`src/rtl/prim_arbiter_wrr_burst.sv`:
```
// -----------------------------------------------------------------------------
// prim_arbiter_wrr_burst
//   Weighted round-robin arbiter with burst lock. N requesters share one
//   downstream valid/ready port. A granted burst is never interleaved with
//   another requester's beats. Each requester may send up to its weight in
//   bursts back-to-back before priority rotates to the next index.
//
//   Optional feature macro: PRIM_ARB_WRR_WEIGHT_EN
//     defined     : weighted round-robin (weight_i bursts per turn, 0 -> 1)
//     not defined : plain round-robin at burst granularity, weight_i unused
//
// Ports
//   clk_i     in   1     clock
//   rst_i     in   1     asynchronous active-high reset
//   req_i     in   N     per-requester beat valid, held until granted
//   last_i    in   N     per-requester end-of-burst flag
//   data_i    in   N*DW  per-requester payload, requester i at [i*DW +: DW]
//   weight_i  in   N*WW  bursts per turn, requester i at [i*WW +: WW]
//   gnt_o     out  N     one-hot beat accept for the winner
//   valid_o   out  1     downstream beat valid
//   data_o    out  DW    winner payload (0 when idle)
//   last_o    out  1     winner end-of-burst flag (0 when idle)
//   idx_o     out  IdxW  winner index (0 when idle)
//   ready_i   in   1     downstream ready
//
// Outputs are a zero-cycle combinational pass-through of state and inputs.
// -----------------------------------------------------------------------------
module prim_arbiter_wrr_burst #(
    parameter  int unsigned N    = 4,
    parameter  int unsigned DW   = 32,
    parameter  int unsigned WW   = 4,
    localparam int unsigned IdxW = $clog2(N)
) (
    input  logic              clk_i,
    input  logic              rst_i,
    input  logic [N-1:0]      req_i,
    input  logic [N-1:0]      last_i,
    input  logic [N*DW-1:0]   data_i,
    input  logic [N*WW-1:0]   weight_i,
    output logic [N-1:0]      gnt_o,
    output logic              valid_o,
    output logic [DW-1:0]     data_o,
    output logic              last_o,
    output logic [IdxW-1:0]   idx_o,
    input  logic              ready_i
);

    // ST_LOCK: a burst is open (or a beat is stalled) and owner_q holds the port
    typedef enum logic {
        ST_ARB  = 1'b0,
        ST_LOCK = 1'b1
    } state_e;

    state_e            state_q, state_d;
    logic [IdxW-1:0]   owner_q, owner_d;
    logic [IdxW-1:0]   ptr_q,   ptr_d;
    logic [WW-1:0]     credit_q, credit_d;

    logic [IdxW-1:0]   scan_cand;
    logic [IdxW-1:0]   scan_idx;
    logic [IdxW-1:0]   win_idx;
    logic [IdxW-1:0]   win_next;
    logic              sel_req;
    logic              sel_last;
    logic [DW-1:0]     sel_data;
    logic              valid;
    logic              hs;
    logic              burst_end;
    logic [WW-1:0]     cur;
    logic [WW-1:0]     cur_m1;

`ifdef PRIM_ARB_WRR_WEIGHT_EN
    logic [WW-1:0]     sel_weight;
`else
    // Weights and credit have no effect in plain round-robin mode
    logic              unused_cfg;
    assign unused_cfg = ^{weight_i, credit_q};
`endif

    // Rotating priority scan: walking from the far end down to ptr_q means the
    // last assignment is the first requester at or after ptr_q.
    always_comb begin
        scan_idx  = ptr_q;
        scan_cand = '0;
        for (int k = int'(N) - 1; k >= 0; k--) begin
            scan_cand = IdxW'((32'(ptr_q) + 32'(k)) % N);
            if (req_i[scan_cand]) begin
                scan_idx = scan_cand;
            end
        end
    end

    // While locked, all other requests are ignored
    assign win_idx = (state_q == ST_LOCK) ? owner_q : scan_idx;

    // Winner payload mux
    always_comb begin
        sel_req  = 1'b0;
        sel_last = 1'b0;
        sel_data = '0;
`ifdef PRIM_ARB_WRR_WEIGHT_EN
        sel_weight = '0;
`endif
        for (int i = 0; i < int'(N); i++) begin
            if (win_idx == IdxW'(i)) begin
                sel_req  = req_i[i];
                sel_last = last_i[i];
                sel_data = data_i[i*DW +: DW];
`ifdef PRIM_ARB_WRR_WEIGHT_EN
                sel_weight = weight_i[i*WW +: WW];
`endif
            end
        end
    end

    // Downstream outputs; nothing is offered while reset is asserted
    always_comb begin
        valid     = sel_req & ~rst_i;
        hs        = valid & ready_i;
        burst_end = hs & sel_last;

        valid_o = valid;
        data_o  = valid ? sel_data : '0;
        last_o  = valid & sel_last;
        idx_o   = valid ? win_idx : '0;

        gnt_o = '0;
        for (int i = 0; i < int'(N); i++) begin
            gnt_o[i] = hs && (win_idx == IdxW'(i));
        end
    end

    // Lock FSM: a stall or an unfinished burst pins the winner
    always_comb begin
        state_d = state_q;
        owner_d = owner_q;
        unique case (state_q)
            ST_ARB: begin
                if (valid && !burst_end) begin
                    state_d = ST_LOCK;
                    owner_d = win_idx;
                end
            end
            ST_LOCK: begin
                // A dropped owner request leaves valid low and the lock in place
                if (burst_end) begin
                    state_d = ST_ARB;
                end
            end
            default: state_d = ST_ARB;
        endcase
    end

    assign win_next = (win_idx == IdxW'(N - 1)) ? '0 : win_idx + IdxW'(1);

    // Credit and pointer update, only at a burst end
    always_comb begin
`ifdef PRIM_ARB_WRR_WEIGHT_EN
        // Remaining credit only applies to the requester that earned it;
        // anyone else (a skip past an idle ptr_q) starts from a fresh weight.
        if ((win_idx == ptr_q) && (credit_q != '0)) begin
            cur = credit_q;
        end else if (sel_weight == '0) begin
            cur = WW'(1);
        end else begin
            cur = sel_weight;
        end
`else
        cur = WW'(1);
`endif
        cur_m1   = cur - WW'(1);
        ptr_d    = ptr_q;
        credit_d = credit_q;
        if (burst_end) begin
            if (cur_m1 == '0) begin
                ptr_d    = win_next;
                credit_d = '0;
            end else begin
                ptr_d    = win_idx;
                credit_d = cur_m1;
            end
        end
    end

    // State registers
    always_ff @(posedge clk_i or posedge rst_i) begin
        if (rst_i) begin
            state_q  <= ST_ARB;
            owner_q  <= '0;
            ptr_q    <= '0;
            credit_q <= '0;
        end else begin
            state_q  <= state_d;
            owner_q  <= owner_d;
            ptr_q    <= ptr_d;
            credit_q <= credit_d;
        end
    end

    // The lock owner must keep requesting until its burst ends
    a_owner_holds_req: assert property (
        @(posedge clk_i) disable iff (rst_i)
        (state_q == ST_LOCK) |-> req_i[owner_q]
    ) else $error("prim_arbiter_wrr_burst: owner %0d dropped req_i while locked", owner_q);

endmodule

```
`config.mk`:
```
export PLATFORM = sky130hd
export DESIGN_NAME = prim_arbiter_wrr_burst
export DESIGN_NICKNAME = d
export VERILOG_FILES = /design/src/rtl/prim_arbiter_wrr_burst.sv
export SDC_FILE = /design/constraint.sdc
export NUM_CORES = 1
export LEC_CHECK = 0
export ABC_AREA = 1
export BUFFER_PORTS_ARGS = -buffer_cell sky130_fd_sc_hd__buf_2
export CORE_ASPECT_RATIO = 0.9
export CORE_MARGIN = 4
export CORE_UTILIZATION = 37
export CTS_BUF_LIST = sky130_fd_sc_hd__clkbuf_4 sky130_fd_sc_hd__clkbuf_8
export CTS_CLUSTER_SIZE = 28
export DETAILED_ROUTE_END_ITERATION = 8
export HOLD_SLACK_MARGIN = 0.02
export PLACE_DENSITY = 0.87
export SETUP_SLACK_MARGIN = 0.15
export SYNTH_ARGS = -nofsm -noshare
export SYNTH_HDL_FRONTEND = slang
export SYNTH_SLANG_ARGS = --single-unit
```
`constraint.sdc`:
```
create_clock -name clk_i -period 3.7 [get_ports clk_i]
set_clock_uncertainty 0.15 [all_clocks]
set_input_delay 0.74 -clock clk_i [delete_from_list [all_inputs] [get_ports clk_i]]
set_output_delay 0.74 -clock clk_i [all_outputs]
set_load 0.01 [all_outputs]
```
## Word-level counts from Yosys, hierarchy flattened

Index checks and enable logic that the tools add are counted.

- Register bits after elaboration: 5
- Input port bits: 155
- Output and inout port bits: 40
- Logic and storage cells: 59

- Add/sub/neg operators: 4
- $lt $le $gt $ge: 4
- Equality and inequality tests: 3
- Mux-type cells: 31
- Bitwise logic cells: 6
- Reductions and logical operators: 8

Operators with widths:

| cell | count |
|---|---|
| 32-bit two-way mux | 5 |
| 1-bit two-way mux | 14 |
| 2-bit two-way mux | 7 |
| 2-bit by 3-bit less-than comparator with 1-bit output, second input constant | 4 |
| 1-bit binary-select mux with 2-bit select | 4 |
| 1-bit logical AND | 5 |
| 2-bit by 1-bit adder with 2-bit output, second input constant | 2 |
| 2-bit adder, second input constant | 2 |
| 1-bit AND | 4 |
| 2-bit == test, second input constant | 2 |
| 2-bit by 1-bit == test with 1-bit output, second input constant | 1 |
| 2-bit logical NOT | 1 |
| 1-bit NOT | 2 |
| 1-bit one-hot mux with 2 select lines | 1 |
| 2-bit AND reduction | 1 |
| 1-bit logical NOT | 1 |

## Longest topological paths before layout

- Depth in word-level cells: 20
- Gate-level depth with buffers: 26
- Depth with buffers taken out: 24

## Worst setup path before layout

OpenSTA, ideal clock, no wires.

- Kind: input to output
- From: input port req_i[3]
- To: output port data_o[30]
- Arrival: 2.628 ns
- Data required time: 2.810 ns
- Slack: 0.182 ns
- Stages on the path: 19
- Buffers on the path: 2
- Path through: inv_1 -> o21ai_1 -> nand2_1 -> nand2_1 -> nand2_1 -> nand2_1 -> nand2_1 -> nand2_1 -> nand3_2 -> nand2_2 -> inv_1 -> ha_1 -> buf_2 -> inv_2 -> nor2_1 -> nor2_2 -> nand2_4 -> buf_2 -> a211oi_1

- Cells in the longest elaborated chain, start to end: 14
- Elaborated cells between the ends (all ways): 27
- Classes of those cells: eq/ne (3); mux (22); bitwise (1); reduce/logical (1)

Ends and longest elaborated chain:

| element | RTL line | source |
|---|---|---|
| from (decl) | 36 | `input logic [N-1:0] req_i,` |
| 1-bit binary-select mux with 2-bit select | 87 | `if (req_i[scan_cand]) begin` |
| 1-bit two-way mux (implied by the code) | 87 |  |
| 2-bit two-way mux (3 in a row) | 87 |  |
| 2-bit two-way mux * | 87 |  |
| 2-bit two-way mux * | 94 | `assign win_idx = (state_q == ST_LOCK) ? owner_q : scan_idx;` |
| net win_idx[0] | 61 | `logic [IdxW-1:0] win_idx;` |
| 2-bit logical NOT | 105 | `if (win_idx == IdxW'(i)) begin` |
| 1-bit two-way mux (4 in a row) | 105 |  |
| 1-bit AND | 118 | `valid = sel_req & ~rst_i;` |
| 32-bit two-way mux * | 123 | `data_o = valid ? sel_data : '0;` |
| to (decl) | 42 | `output logic [DW-1:0] data_o,` |

The timed path passes the listed nets; every way through them passes the cells marked *. The select of a mux whose other input is x is not followed.

## Worst setup path after layout

- From: input port req_i[0]
- To: output port gnt_o[2]

- Cells in the longest elaborated chain, start to end: 15
- Elaborated cells between the ends (all ways): 24
- Classes of those cells: eq/ne (3); mux (17); bitwise (2); reduce/logical (2)

Ends and longest elaborated chain:

| element | RTL line | source |
|---|---|---|
| 1-bit binary-select mux with 2-bit select | 87 |  |
| 1-bit two-way mux (implied by the code) | 87 |  |
| 2-bit two-way mux (3 in a row) | 87 |  |
| 2-bit two-way mux * | 87 |  |
| 2-bit two-way mux * | 94 |  |
| net win_idx[0] | 61 |  |
| 2-bit logical NOT | 105 |  |
| 1-bit two-way mux (4 in a row) | 105 |  |
| 1-bit AND | 118 |  |
| 1-bit AND | 119 | `hs = valid & ready_i;` |
| 1-bit logical AND * | 129 | `gnt_o[i] = hs && (win_idx == IdxW'(i));` |
| to (decl) | 40 | `output logic [N-1:0] gnt_o,` |

Marked as above.

==> flow_summary.yaml <==
clocking:
  cts.sink_count: 5
  ctsHtreeMaxLevel: 1
  cts_inserted_buffers: 3
  cts_tree: "done"
  clock_network_latency_to_the_later_pin_of_the_worst_skew_pair_ns: 0.23
  worst_setup_hold_path_clk_slew_ns: 0.04
  cts-root-buf: "sky130_fd_sc_hd__clkbuf_8"
  cts-hold-fix-buffers: 0
  clockBufferDepth: 2
critical_path:
  cp_cell_sequence: "buf_2, inv_2, nand2_2, nand3_2, nand2_1, inv_1, nand2_1, nand2_1, nand2_1, nand2_1, nand3_2, nand2_4, inv_4, ha_4, inv_6, o21ai_2, o211ai_2, nand2_2, buf_12, nand2_8, nor2_4, inv_2, nor2_1, buf_2"
  worst-endpoint-required_ns: 2.81
  worst_ep_arrival_time_ns: 2.80
  startpoint_class: "input pin"
  worstSetupPathType: "in -> out"
  critPathMaxStageDelay_ns: 0.16
  timing.critical_path.to_type: "primary output"
  slowest_stage: "sky130_fd_sc_hd__ha_4"
  critical_path.max_fanout: 5
  cp_common_cell: "sky130_fd_sc_hd__nand2_1"
sta:
  postLayoutSetupSlackWorst_ns: 0.0125
  hold_violations: 0
  min_period_over_period_pct: 99.7
  max-slew-margin-rel_pct: 79.6
  whs_ns: 0.302
  rsz0062_at_grt: "true"
  fmaxAchievable_mhz: 271
  worstMarginPinSlew_ns: 0.306
  maxSlewViolCount: 0
  final_period_minus_worst_setup_slack_ns: 3.69
  setup_viol_count_final: 0
logic_synthesis:
  yosys.cell_count.top_type: "sky130_fd_sc_hd__nand2_1"
  yosysTopAreaCell: "sky130_fd_sc_hd__nand2_1"
  synth.top_cells.by_area: "sky130_fd_sc_hd__nand2_1 22%, sky130_fd_sc_hd__a211oi_2 13%, sky130_fd_sc_hd__o211ai_1 13%"
  post_synthesis_async_set_or_reset_flop_share_pct: 100
  synth_top_area_share_pct: 22.1
  library_cells_used_by_synthesis: 25
  synth_top_cells_by_count: "111 x sky130_fd_sc_hd__nand2_1, 39 x sky130_fd_sc_hd__a21oi_1, 36 x sky130_fd_sc_hd__nor2_1, 32 x sky130_fd_sc_hd__o211ai_1, 20 x sky130_fd_sc_hd__a211oi_2"
  synth_fp_nets: 495
  yosysSeqAreaShare_pct: 6.63
  avgSynthCellArea_sq_um: 5.62
  netlist_area_sq_um: 1890
  synth-edff-count: 0
  synth-warning-count: 0
  netlist_instances: 336
  yosys_most_used_dff: "sky130_fd_sc_hd__dfrtp_1"
  synth_seq_cells: 5
global_routing:
  grtUsageTotal_pct: 25.8
  grt_pass1_wl_mm: 13.3
  vias_in_the_first_global_route: 2934
  number_of_antenna_violations_at_the_first_check_in_global_routing: 0
  pin_count_of_the_biggest_net_entering_global_routing: 40
  grt.overflow.total: 0
placement:
  hpwl_reported_at_the_end_of_detailed_placement_mm: 6.84
  post-place-cells: 580
  numPortBuffers: 178
  place.gp.congestion: 0.813
  place_worst_setup_slack_ns: -0.112
route:
  total_routed_length_mm: 9.21
  remaining_drc_errors: 0
  detail_route.wl_per_cell_microns: 15.3
  drt_pass1_iterations: 5
  dr.first_iter.drc_count: 135
  route.vias.total: 3169
  postRouteAntennaNets: 0
  post_drt_via_cell_ratio: 5.25
floorplan:
  core-area_sq_um: 4890
  die_width_microns: 83.3
  floorplan.io_pins: 195
  die_area_sq_um: 6310
  floorplan.rows: 24
  die_y_microns: 75.7
  initial_utilization_pct: 38.5
power_and_ir_drop:
  power.share.combinational_pct: 94.7
  switch_pwr_mw: 2.32
  power_density_nw_per_um2: 1230
  seq_power_share_pct: 2.7
  power.static_leakage_nw: 1.88
  clockPowerShare_pct: 2.6
  vdd_ir_drop_max_mv: 0.565
  p_sw_share_pct: 53.8
  power_mw: 4.30
  internal_power_mw: 1.99
run_status:
  outcome: "completed"
layout:
  fin_nets: 699
  final_layout_size_suffix_gt1_share_pct: 57.1
  layoutNonFillerInstCount: 604
  finalCoreUtilization_pct: 71.3
  insertedDiodeCount: 0
  n_fill_cell: 405
  syn_to_final_growth_pct: 85.0
flow_run:
  max_cap_viol_count: 0
worst_hold_path:
  hold_class: "in -> async"
## registers in the layout (all words and copies together) (netlist names)
signal	flops
state_q	1
owner_q	2
ptr_q	2
## routing by layer
layer	vias to the layer above	wire length (microns)	GRT usage [%]
li1	1552	-	-
met1	1413	3400	29.0
met2	184	4830	50.7
met3	20	819	4.76
met4	0	161	7.44
met5	-	0	0
## path summary, 6_finish.rpt
path                                         from                      to  slack (ns)  depth (start not counted)
min reg2reg                owner_q[0]$_DFFE_PP0P_  owner_q[0]$_DFFE_PP0P_        0.33                          2
min in group clk_i         owner_q[0]$_DFFE_PP0P_  owner_q[0]$_DFFE_PP0P_        0.33                          2
min                                         rst_i    ptr_q[1]$_DFFE_PP0P_        0.30                          2
max reg2reg                  ptr_q[1]$_DFFE_PP0P_  owner_q[1]$_DFFE_PP0P_        0.69                         23
max in group asynchronous                   rst_i    ptr_q[0]$_DFFE_PP0P_        2.90                          2
max                                      req_i[0]                gnt_o[2]        0.01                         24
## what timing repair did
item | CTS | global route
gates cloned | 2 | 0
setup endpoints to repair | 40 | 40
buffers inserted | 13 | 5
pin swaps | 28 | 19
resized for setup | 62 | 14
## cells by family (layout without fill, tap and decap cells)
logic type,Yosys count,after routing,synth area share [%]
AOI/OAI and AO/OA,103,103,40.9
and+or+nand+nor,172,173,37.4
DFF,5,5,6.63
buffers and inverters,52,254,12.4
adders and majority gates,4,4,2.65
## worst max-delay path: cells and delay by family
family	cells	cell delay [ns]
AO/OA/AOI/OAI	2	0.17
adder cells (fa/ha/maj)	1	0.16
buffers and inverters	8	0.65
AND/OR/NAND/NOR	13	1.07
## area by class of cell
cell class              instances  area [sq um]  share of cell area (%)
flip-flops and latches          5           126                    3.62
well taps                      65          81.3                    2.33
repair buffers                227          1410                    40.5
multi-input cells             280          1720                    49.1
clock buffers                   4          48.8                    1.40
inverters                      23           106                    3.05
## power by group through the flow
stage          Combinational [mW]  Clock [mW]  Sequential [mW]
6_report                     4.08       0.111            0.115
5_1_grt                      4.41       0.116            0.119
4_1_cts                      3.92       0.112            0.120
3_5_place_dp                 3.27           0            0.116
3_3_place_gp                 3.17           0            0.113
2_1_floorplan                2.17           0           0.0978
## placed cells by master, fill, tap and decap left out, types with 4 or more instances in the layout
master / count
sky130_fd_sc_hd__o211ai_1: 32
sky130_fd_sc_hd__inv_1: 9
sky130_fd_sc_hd__nand2_2: 10
sky130_fd_sc_hd__buf_2: 175
sky130_fd_sc_hd__buf_4: 32
sky130_fd_sc_hd__nor2_1: 34
sky130_fd_sc_hd__nand2_1: 102
sky130_fd_sc_hd__a21oi_1: 32
sky130_fd_sc_hd__a21oi_2: 7
sky130_fd_sc_hd__inv_2: 8
sky130_fd_sc_hd__dfrtp_1: 4
sky130_fd_sc_hd__buf_12: 5
sky130_fd_sc_hd__a211oi_2: 25
sky130_fd_sc_hd__nand3_1: 14
sky130_fd_sc_hd__nand3_2: 4
sky130_fd_sc_hd__buf_6: 11
sky130_fd_sc_hd__inv_4: 4
## metrics by stage
stage | setup TNS, ns | cell area (sq um)
floorplan | 0 | 1890
global placement | -0.0906 | 2990
detailed placement | -1.61 | 2990
CTS | -0.0223 | 3400
global route | -4.42 | 3490
finish | 0 | 3490
No activity file was read; power rests on OpenSTA's default activity.
